[config.mk]
export PLATFORM = sky130hd
export DESIGN_NAME = wddl_phase_ctrl
export DESIGN_NICKNAME = d
export VERILOG_FILES = /design/src/rtl/wddl_phase_ctrl.sv
export SDC_FILE = /design/constraint.sdc
export NUM_CORES = 1
export LEC_CHECK = 0
export ABC_AREA = 1
export BUFFER_PORTS_ARGS = -buffer_cell sky130_fd_sc_hd__buf_2
export CAP_MARGIN = 0
export CORE_ASPECT_RATIO = 0.5
export CORE_MARGIN = 3
export CORE_UTILIZATION = 45
export CTS_CLUSTER_SIZE = 12
export DETAILED_ROUTE_END_ITERATION = 7
export PLACE_DENSITY = 0.73
export SYNTH_ARGS = -nofsm -noshare
export SYNTH_HDL_FRONTEND = slang
export SYNTH_SLANG_ARGS = --single-unit
[constraint.sdc]
create_clock -name clk -period 4.7 [get_ports clk]
set_clock_uncertainty 0.05 [all_clocks]
set_input_delay 0.705 -clock clk [delete_from_list [all_inputs] [get_ports clk]]
set_output_delay 0.705 -clock clk [all_outputs]
set_load 0.05 [all_outputs]
[src/rtl/wddl_phase_ctrl.sv]
// Precharge/evaluate sequencer for a WDDL dual-rail island: drives spacer then
// complementary rails, samples the network result and checks the rail code.
module wddl_phase_ctrl #(
  parameter int W        = 8,
  parameter int PRE_CYC  = 1,
  parameter int EVAL_CYC = 2
) (
  input  logic         clk,
  input  logic         rst,
  input  logic         in_valid,
  output logic         in_ready,
  input  logic [W-1:0] in_data,
  output logic [W-1:0] net_t,
  output logic [W-1:0] net_f,
  input  logic [W-1:0] res_t,
  input  logic [W-1:0] res_f,
  output logic         out_valid,
  input  logic         out_ready,
  output logic [W-1:0] out_data,
  output logic         out_err,
  output logic         err_spacer,
  output logic         err_code
);

  localparam int MAX_CYC = (PRE_CYC > EVAL_CYC) ? PRE_CYC : EVAL_CYC;
  localparam int CNT_W   = $clog2(MAX_CYC) + 1;

  typedef enum logic [1:0] {IDLE, PRECH, EVAL, OUT} state_t;

  state_t           state, state_nxt;
  logic [CNT_W-1:0] cnt, cnt_nxt;
  logic [W-1:0]     op_p0;
  logic             accept, pre_end, eval_end;

  // Any asserted rail at the end of precharge means the island did not return to spacer.
  function automatic logic spacer_bad(input logic [W-1:0] t, input logic [W-1:0] f);
    return |(t | f);
  endfunction

  function automatic logic code_bad(input logic [W-1:0] t, input logic [W-1:0] f);
    return (t ^ f) != {W{1'b1}};
  endfunction

  always_comb begin
    state_nxt = state;
    cnt_nxt   = cnt;
    accept    = 1'b0;
    pre_end   = 1'b0;
    eval_end  = 1'b0;
    in_ready  = (state == IDLE) && !rst;
    out_valid = (state == OUT);
    case (state)
      IDLE: begin
        if (in_valid) begin
          accept    = 1'b1;
          state_nxt = PRECH;
          cnt_nxt   = CNT_W'(PRE_CYC - 1);
        end
      end
      PRECH: begin
        if (cnt == '0) begin
          pre_end   = 1'b1;
          state_nxt = EVAL;
          cnt_nxt   = CNT_W'(EVAL_CYC - 1);
        end else begin
          cnt_nxt = cnt - 1'b1;
        end
      end
      EVAL: begin
        if (cnt == '0) begin
          eval_end  = 1'b1;
          state_nxt = OUT;
        end else begin
          cnt_nxt = cnt - 1'b1;
        end
      end
      OUT: begin
        if (out_ready) state_nxt = IDLE;
      end
      default: state_nxt = IDLE;
    endcase
  end

  always_ff @(posedge clk) begin
    if (rst) begin
      state <= IDLE;
      cnt   <= '0;
    end else begin
      state <= state_nxt;
      cnt   <= cnt_nxt;
    end
  end

  always_ff @(posedge clk) begin
    if (accept) op_p0 <= in_data;
  end

  // Rails are registered from the next state so they only carry a codeword while in EVAL.
  always_ff @(posedge clk) begin
    if (rst) begin
      net_t      <= '0;
      net_f      <= '0;
      out_data   <= '0;
      out_err    <= 1'b0;
      err_spacer <= 1'b0;
      err_code   <= 1'b0;
    end else begin
      net_t <= (state_nxt == EVAL) ? op_p0  : '0;
      net_f <= (state_nxt == EVAL) ? ~op_p0 : '0;
      if (accept) out_err <= 1'b0;
      if (pre_end && spacer_bad(res_t, res_f)) err_spacer <= 1'b1;
      if (eval_end) begin
        out_data <= res_t;
        out_err  <= code_bad(res_t, res_f);
        if (code_bad(res_t, res_f)) err_code <= 1'b1;
      end
    end
  end

endmodule
==> results.md, run 1 <==
* Internal power at 541 uW
* Antenna cells at 0
* Max Cap Viol at 0
* Relative slew slack at 70.0%
* Layout Nets at 280
* Initial DRC count at 49
* WL per Instance at 11.3 um
* Combinational Power Share at 12.1%
* Core Area at 3530 um2
* Crit-path leading delay family: flip-flops
* Switch Pwr at 182 uW
* VDD IR-drop max at 121 uV
* Initial Util at 48.1%
* Total CTS buffers at 5
* Fin crit period at 2.15 ns
* Placer Congestion at 0.852
* Initial antenna violation count at 0
* Clock Root Buffer: clkbuf_8
* CTS resizes at 0
* Syn_area_per_cell at 9.70 um2
* # IOs at 57
* Critical path depth at 5
* Vias at 1266
* Switching share of power at 25.2%
* RR Startpoint: state[0]
* H-tree depth at 2
* Cell area after layout at 2130 um2
* Critical Path Source Type: flop
* Skew-Pair Late Insertion Delay at 0.29 ns
* Top cells by area, synth: dfxtp_1 37%, edfxtp_1 14%, ha_1 12%
* Clock sink count at 39
* FF-to-FF End: net_f[1]
* Die Y at 49.4 um
* Library cells used by synthesis at 22
* Largest net degree at the start of global routing at 18
* Actual slew at the worst max-slew pin at 0.449 ns
* Leakage at 1.13 nW
* Worst-path clk slew at 0.07 ns
* Arr. time, crit path at 1.40 ns
* Period utilization at 45.8%
* GRT overflow at 0
* Row cnt at 15
* Hold Crit Class: flop to flop
* RSZ-0062 raised after global routing: false
* Crit path kind: flop to primary output
* Wirelength, routed at 3250 um
* Die Area at 4590 um2
* Crit path cell chain: inv_1 > ha_1 > inv_1 > nor2_1 > buf_2
* Syn-to-layout area delta at 25.4%
* Slowest Stage Delay on Critical Path at 0.43 ns
* Area leader, netlist: dfxtp_1
* Clock power frac at 38.1%
* Crit path capture type: primary output
* Hold Vio Cnt, Final at 0
* Worst endpoint required time at 3.94 ns
* Port buffer count at 56
* Dpl cells at 280
* Initial DRT Pass Iterations at 4
* CTS tree: done
* FMAX at 0.464 GHz
* Worst-path maximum fanout at 6
* # hold bufs at CTS at 0
* CP max-delay cell: dfxtp_1
* Post-Syn Instances at 175
* GRT Overall Usage at 15.0%
* Status: finished, final reports clean
* Post-CTS Setup Repair Bufs at 0
* Fin cells at 288
* Top cell type's share of synthesized area at 36.6%
* Number of global-route vias before repair at 1262
* Warnings, synthesis at 0
* Yosys reg bits at 39
* Setup TNS at 0 ns
* Final WS setup at 2.55 ns
* Layout cells sized above 1 at 33.8%
* Reg-to-reg slack, setup at 2.94 ns
* Sequential share of power at 49.8%
* Final Slew Violations at 0
* Critical Path End: in_ready
* DRC viols at 0
* DP Worst Slack at 2.73 ns
* Die span in x at 92.9 um
* DP Wirelength at 2450 um
* DRT antenna net count at 0
* Origin of the worst setup path: state[0]
* Crit-path most repeated cell: inv_1
* Vias per std cell at 4.40
* Post-Syn Nets at 219
* Reg2reg path depth at 8
* Worst Hold Margin at 0.382 ns
* Buf/Inv on CP at 3
* Final setup violation count at 0
* DP Area at 2020 um2
* Sequential area share after synthesis at 50.7%
* Max Buffers Root-to-Sink at 2
* Power Dens Cells at 340 nW/um2
* Cell area after synthesis at 1700 um2
* First-pass GRT wire length at 5300 um
## worst min path at each step
stage	from	end	slack (ns)	cells past startpoint
CTS	op_p0[3]	net_f[3]	0.38	1
detailed placement	op_p0[3]	net_f[3]	0.37	1
global route	op_p0[4]	net_f[4]	0.39	1
finish	op_p0[3]	net_f[3]	0.38	1
global placement	op_p0[2]	net_f[2]	0.37	1
floorplan	op_p0[0]	net_f[0]	0.36	1
## power groups by stage
stage	Clock [mW]	Combinational, mW	Sequential, mW
2_1_floorplan	0	0.0507	0.376
3_3_place_gp	0	0.0826	0.367
3_5_place_dp	0	0.0865	0.368
4_1_cts	0.282	0.0885	0.360
5_1_grt	0.297	0.0974	0.361
6_report	0.276	0.0874	0.360
## flip-flops by register name, summed over array words and instances, names as in the netlist
signal      count
state           2
cnt             2
out_data        8
err_code        1
net_f           8
op_p0           8
err_spacer      1
net_t           8
out_err         1
## cells in the final DEF (no fill, tap or decap)
| cell type | instances |
|---|---|
| clkbuf_8 | 5 |
| nor2_4 | 10 |
| nand3b_1 | 1 |
| nor2_1 | 12 |
| dfxtp_1 | 31 |
| nand2_2 | 1 |
| inv_1 | 39 |
| bufinv_16 | 1 |
| nand3_2 | 1 |
| a21oi_1 | 12 |
| clkinv_4 | 1 |
| a21oi_4 | 1 |
| clkinv_2 | 1 |
| inv_2 | 1 |
| buf_2 | 56 |
| edfxtp_1 | 8 |
| o21bai_1 | 1 |
| nand4_1 | 4 |
| o21ai_1 | 1 |
| nand2_1 | 17 |
| o21ai_0 | 10 |
| o21ai_4 | 1 |
| nand2_4 | 1 |
| nand3_1 | 5 |
| ha_1 | 16 |
## kinds of logic after synthesis
logic type,synth area share (%)
AO/OA/AOI/OAI,9.14
flip-flops,50.7
adder cells (fa/ha/maj),11.8
buffers and inverters,10.3
AND/OR/NAND/NOR,18.1
## synth_stat cells (all sizes together)
cell,instances
o21bai,1
o21ai,12
nand3b,1
a21oi,13
nor2,22
nand4,4
ha,16
dfxtp,31
inv,40
nand2,19
buf,2
nand3,6
edfxtp,8
## metal layers
layer / vias up / part of all wire [%] / track usage (%)
met2: 34 / 50 / 27.9
met3: 8 / 5.5 / 4.78
li1: 665 / - / -
met4: 0 / 1.7 / 6.08
met1: 559 / 43 / 15.8
met5: - / 0 / 0
## cell type report
cell class / count / area (um2)
Sequential cell: 39 / 861
Fill cell: 327 / 1400
Inverter: 40 / 150
Clock buffer: 5 / 68.8
Timing Repair Buffer: 56 / 280
Multi-Input combinational cell: 94 / 662
Tap cell: 51 / 63.8
Clock inverter: 3 / 43.8
## per-stage QoR
stage	utilization, %	power (mW)
detailed placement	57.2	0.454
global route	60.4	0.756
global placement	57.2	0.450
CTS	60.4	0.731
floorplan	-	0.426
finish	60.4	0.723
Note: power is estimated with default switching activity, not from simulation.
==> run 2: changes to the inputs <==
--- a/config.mk
+++ b/config.mk
@@ -10,10 +10,10 @@
 export CAP_MARGIN = 0
 export CORE_ASPECT_RATIO = 0.5
 export CORE_MARGIN = 3
-export CORE_UTILIZATION = 45
+export CORE_UTILIZATION = 44
 export CTS_CLUSTER_SIZE = 12
 export DETAILED_ROUTE_END_ITERATION = 7
-export PLACE_DENSITY = 0.73
+export PLACE_DENSITY = 0.74
 export SYNTH_ARGS = -nofsm -noshare
 export SYNTH_HDL_FRONTEND = slang
 export SYNTH_SLANG_ARGS = --single-unit
==> constraint.sdc (replaced) <==
create_clock -name clk -period 1.9 [get_ports clk]
set_clock_uncertainty 0.05 [all_clocks]
set_input_delay 0.285 -clock clk [delete_from_list [all_inputs] [get_ports clk]]
set_output_delay 0.285 -clock clk [all_outputs]
set_load 0.05 [all_outputs]
==> run 2 against run 1 <==
Total power increased by 150%; clock power increased by 150%; first-iteration DRC count increased by 18%; core utilization decreased by 0.32 points; highest routed layer is now met3.
==> results.md, run 2 (synthesis results as in run 1) <==
* Syn-to-layout area delta at 26.1%
* DP Worst Slack at 0.183 ns (-2.55 ns)
* Status: finished, final reports clean
* Critical Path Source Type: flop
* Hold wc startpoint: in_data[3]
* Max Buffers Root-to-Sink at 2 (unchanged)
* Initial Util at 47.6% (-0.51 points)
* Number of global-route vias before repair at 1269 (+0.55%)
* Clock Root Buffer: clkbuf_8
* Fin crit period at 1.75 ns
* H-tree depth at 2 (unchanged)
* CP max-delay cell: dfxtp_1
* Total CTS buffers at 5 (unchanged)
* DRC viols at 0 (unchanged)
* Worst-path clk slew at 0.08 ns (about the same)
* VDD IR-drop max at 312 uV (+160%)
* Initial DRC count at 58 (+18%)
* Final Slew Violations at 0 (unchanged)
* DRT antenna net count at 0 (unchanged)
* Die Y at 49.9 um (+0.99%)
* Power Dens Cells at 836 nW/um2 (+150%)
* Hold path cells at 1 (unchanged)
* Fillers at 320 (-2.1%)
* Crit path kind: flop to flop
* GRT Overall Usage at 14.8% (-0.27 points)
* Max Cap Viol at 0 (unchanged)
* Vias at 1283 (+1.3%)
* Most frequent cells in the layout: 56 x buf_2, 38 x inv_1, 31 x dfxtp_1, 17 x nand2_1, 16 x ha_1
* Buf/Inv on CP at 1 (-2)
* WL per Instance at 11.3 um (+0.18%)
* Initial antenna violation count at 0 (unchanged)
* Port buffer count at 56 (unchanged)
* Die Area at 4690 um2 (+2.1%)
* First-pass GRT wire length at 5380 um (+1.6%)
* Period utilization at 92.3%
* Antenna cells at 0 (unchanged)
* Dpl cells at 280 (unchanged)
* Final WS setup at 0.146 ns (-2.40 ns)
* Row cnt at 15 (unchanged)
* Worst Hold End: op_p0[3]
* Wirelength, routed at 3270 um (+0.52%)
* Crit path capture type: flop
* Reg-to-reg slack, setup at 0.15 ns (-2.79 ns)
* Crit-path leading delay family: simple AND/OR/NAND/NOR gates
* Final setup violation count at 0 (unchanged)
* Worst-path maximum fanout at 16 (+10)
* FF-to-FF End: net_f[0]
* GRT overflow at 0 (unchanged)
* Fin cells at 289 (+0.35%)
* Placer Congestion at 0.933 (+9.5%)
* Crit path cell chain: inv_1 > ha_1 > nor2_1 > nand2_1 > nand2_1 > a21oi_4 > nand2_4 > nor2_1
* Skew-Pair Late Insertion Delay at 0.29 ns (about the same)
* RR Startpoint: state[0]
* Layout Nets at 281 (+0.36%)
* Die span in x at 93.9 um (+1.1%)
* Clock sink count at 39 (unchanged)
* DP Wirelength at 2480 um (+1.1%)
* Slowest Stage Delay on Critical Path at 0.43 ns (about the same)
* Hold Crit Class: input pin to flop
* Initial DRT Pass Iterations at 4 (unchanged)
* Reg2reg path depth at 8 (unchanged)
* Actual slew at the worst max-slew pin at 0.349 ns (-0.101 ns)
* Arr. time, crit path at 1.87 ns (+0.47 ns)
* # IOs at 57 (unchanged)
* Leakage at 1.13 nW (-0.43%)
* Relative slew slack at 76.7% (+6.7 points)
* Vias per std cell at 4.44 (+0.99%)
* Hold Vio Cnt, Final at 0 (unchanged)
* CTS tree: done
* Worst endpoint required time at 2.02 ns (-1.92 ns)
* FMAX at 0.570 GHz
* Layout cells sized above 1 at 34.5% (+0.70 points)
* Core Area at 3570 um2 (+1.1%)
* Commonest non-fill, non-tap cell in the layout: buf_2
* Largest net degree at the start of global routing at 18 (unchanged)
## run 2: cell types whose count changed in the layout (fill, tap and decap cells not counted)
cell	delta
buf_4	+1
clkinvlp_4	+1
inv_1	-1
o21ai_0	-2
o21ai_1	+2
## run 2: how the worst max path moves through the flow
stage | endpoint | cells past startpoint | start | slack (ns)
6_report | net_f[0] | 8 | state[0] | 0.15
4_1_cts | in_ready | 5 | state[0] | 0.16
3_3_place_gp | net_f[4] | 8 | state[0] | 0.29
2_1_floorplan | net_f[5] | 8 | state[0] | 0.18
3_5_place_dp | net_f[0] | 8 | state[0] | 0.18
5_1_grt | out_err | 6 | state[0] | -0.004
## run 2: report_power, final
group / switching [mW] / internal [mW] / leakage [nW]
Sequential: 0.0177 / 0.873 / 0.327
Clock: 0.294 / 0.391 / 0.0581
Combinational: 0.140 / 0.0748 / 0.741
## run 2: metal layers
metal,track usage (%),share of wire (%),vias to the layer above
met3,5.18,6.6,0
met2,27.8,55,38
met1,15.6,39,575
met4,3.84,0,0
li1,-,-,670
met5,0,0,-
## run 2: through the flow
stage / area [um2] / utilization (%) / hold WS [ns] / TNS, ns / power [mW]
5_1_grt: 2140 / 60.0 / 0.106 / -0.00410 / 1.88
4_1_cts: 2130 / 59.7 / 0.112 / 0 / 1.80
6_report: 2140 / 60.0 / 0.121 / 0 / 1.79
3_5_place_dp: 2020 / 56.6 / 0.376 / 0 / 1.12
2_1_floorplan: 1700 / - / 0.304 / 0 / 1.05
3_3_place_gp: 2020 / 56.6 / 0.365 / 0 / 1.11
## run 2: final cells by class
cell class,count,area (um2),area share [%]
sequential,39,861,40.2
multi-input combinational,94,662,30.9
clock buffer,5,68.8,3.21
tap,51,63.8,2.98
timing repair buffer,57,288,13.4
clock inverter,3,43.8,2.05
inverter,40,154,7.19
## run 2: what timing repair did
item / in CTS / in global routing
gates resized for setup: 0 / 3
endpoints found under the setup margin: 0 / 2
setup buffers: 0 / 1
hold buffers: 0 / 0
==> run 3: changes to the inputs <==
--- a/config.mk
+++ b/config.mk
@@ -10,10 +10,11 @@
 export CAP_MARGIN = 0
 export CORE_ASPECT_RATIO = 0.5
 export CORE_MARGIN = 3
-export CORE_UTILIZATION = 44
+export CORE_UTILIZATION = 40
+export CTS_BUF_LIST = sky130_fd_sc_hd__clkbuf_16
 export CTS_CLUSTER_SIZE = 12
 export DETAILED_ROUTE_END_ITERATION = 7
-export PLACE_DENSITY = 0.74
+export PLACE_DENSITY = 0.68
 export SYNTH_ARGS = -nofsm -noshare
 export SYNTH_HDL_FRONTEND = slang
 export SYNTH_SLANG_ARGS = --single-unit
==> run 3 against run 2 <==
Core utilization fell by 4.4 points; clock-buffer cell count did not move; largest power group is now clock; hold slack better by 0.0063 ns; clock power is 55% higher; critical path type is now flop to primary output; cell area up 3.6%; sequential share of layout area is 1.4 points lower.
==> results.md, run 3 (synthesis results as in run 1) <==
* Status: finished, final reports clean
* Final Slew Violations at 0 (unchanged)
* Vias per std cell at 4.40 (-0.92%)
* WL per Instance at 11.1 um (-1.5%)
* Actual slew at the worst max-slew pin at 0.411 ns (+0.0622 ns)
* Crit path kind: flop to primary output
* Max Cap Viol at 0 (unchanged)
* Dpl cells at 283 (+1.1%)
* Vias at 1280 (-0.23%)
* Die Y at 52.1 um (+4.3%)
* RSZ-0062 raised after global routing: false
* Initial Util at 42.6% (-5.0 points)
* Commonest non-fill, non-tap cell in the layout: buf_2
* Syn-to-layout area delta at 30.7%
* Final core occ at 55.7% (-4.4 points)
* Hold Crit Class: input pin to flop
* Arr. time, crit path at 1.38 ns (-0.49 ns)
* Worst-path maximum fanout at 6 (-10)
* Antenna cells at 0 (unchanged)
* Largest net degree at the start of global routing at 18 (unchanged)
* Setup TNS at 0 ns (unchanged)
* Hold Vio Cnt, Final at 0 (unchanged)
* DP Wirelength at 2410 um (-2.6%)
* Layout Nets at 280 (-0.36%)
* Period utilization at 90.2% (-2.1 points)
* Port buffer count at 56 (unchanged)
* H-tree depth at 2 (unchanged)
* Max Buffers Root-to-Sink at 2 (unchanged)
* Hold path cells at 1 (unchanged)
* Initial DRT Pass Iterations at 4 (unchanged)
* FF-to-FF End: net_f[1]
* CTS tree: done
* FMAX at 0.584 GHz (+2.4%)
* VDD IR-drop max at 421 uV (+35%)
* Worst-path clk slew at 0.06 ns (-0.02 ns)
* Fin crit period at 1.71 ns (-0.0408 ns)
* Core Area at 3980 um2 (+12%)
* Crit path capture type: primary output
* Placer Congestion at 0.913 (-2.2%)
* # hold bufs at CTS at 0 (unchanged)
* CTS resizes at 0 (unchanged)
* Skew-Pair Late Insertion Delay at 0.28 ns (about the same)
* Most frequent cells in the layout: 56 x buf_2, 40 x inv_1, 31 x dfxtp_1, 17 x nand2_1, 16 x ha_1
* # IOs at 57 (unchanged)
* Worst Hold End: op_p0[1]
* Post-CTS Setup Repair Bufs at 0 (unchanged)
* Final setup violation count at 0 (unchanged)
* Initial antenna violation count at 0 (unchanged)
* Wirelength, routed at 3240 um (-0.86%)
* Row cnt at 16 (+1)
* First-pass GRT wire length at 5310 um (-1.3%)
* Reg-to-reg slack, setup at 0.24 ns (+0.09 ns)
* Power Dens Cells at 976 nW/um2 (+17%)
* Hold wc startpoint: in_data[1]
* Clock Root Buffer: clkbuf_16
* RR Startpoint: state[0]
* DRT antenna net count at 0 (unchanged)
* Number of global-route vias before repair at 1249 (-1.6%)
* GRT overflow at 0 (unchanged)
* Die Area at 5110 um2 (+9.1%)
* Fin cells at 291 (+0.69%)
* Initial DRC count at 29 (-50%)
* Leakage at 1.16 nW (+3.0%)
* Die span in x at 98.1 um (+4.6%)
* Worst endpoint required time at 1.56 ns (-0.46 ns)
* Clock sink count at 39 (unchanged)
* Relative slew slack at 72.6% (-4.2 points)
* Reg2reg path depth at 7 (-1)
* Total CTS buffers at 5 (unchanged)
* DRC viols at 0 (unchanged)
* Layout cells sized above 1 at 33.3% (-1.1 points)
* Critical Path Source Type: flop
* GRT Overall Usage at 13.4% (-1.3 points)
## run 3: changes by cell type in the layout (fill, tap and decap cells not counted), moves of 2 or more
cell | previous run | this run
o21ai_0 | 8 | 10
o21ai_1 | 3 | 1
inv_1 | 38 | 40
clkbuf_16 | 0 | 5
clkbuf_8 | 5 | 0
## run 3: how the worst max path moves through the flow
stage	from	endpoint	depth (start not counted)
2_1_floorplan	state[0]	net_f[5]	8
3_3_place_gp	state[0]	net_t[6]	8
3_5_place_dp	state[0]	net_f[1]	8
4_1_cts	state[0]	net_f[1]	8
5_1_grt	state[0]	err_code	6
6_report	state[0]	in_ready	5
## run 3: final cells by class
type	count	area [um2]
Clock buffer	5	125
Clock inverter	3	63.8
Fill cell	357	1770
Inverter	40	150
Multi-Input combinational cell	94	671
Sequential cell	39	861
Tap cell	54	67.6
Timing Repair Buffer	56	280
## run 3: routing by layer
layer  track usage [%]  share of wire [%]  wire length (um)
met3              4.82                6.2               200
met2              22.6                 48              1540
met4              6.12                1.5                48
met5                 0                  0                 0
met1              15.7                 45              1450
## run 3: report_power, final
group          switching [mW]  internal, mW  leakage (nW)  total (mW)
Combinational           0.141        0.0746         0.738       0.216
Clock                   0.311         0.747        0.0952        1.06
Sequential             0.0178         0.875         0.327       0.893
Total                   0.470          1.70          1.16        2.17
## run 3: worst max-delay path, cell delays in order, from the launching register on
cell and delay, ns:
dfxtp_1 0.42, inv_1 0.14, ha_1 0.23, inv_1 0.07, nor2_1 0.04, buf_2 0.21
## run 3: stage by stage
| stage | setup WS [ns] | instance area [um2] | hold slack (ns) | total power [mW] |
|---|---|---|---|---|
| after floorplan | 0.178 | 1700 | 0.304 | 1.05 |
| after global placement | 0.281 | 2020 | 0.369 | 1.12 |
| after detailed placement | 0.174 | 2020 | 0.377 | 1.12 |
| after CTS | 0.151 | 2210 | 0.123 | 2.18 |
| after global routing | 0.0383 | 2220 | 0.121 | 2.25 |
| final | 0.187 | 2220 | 0.127 | 2.17 |
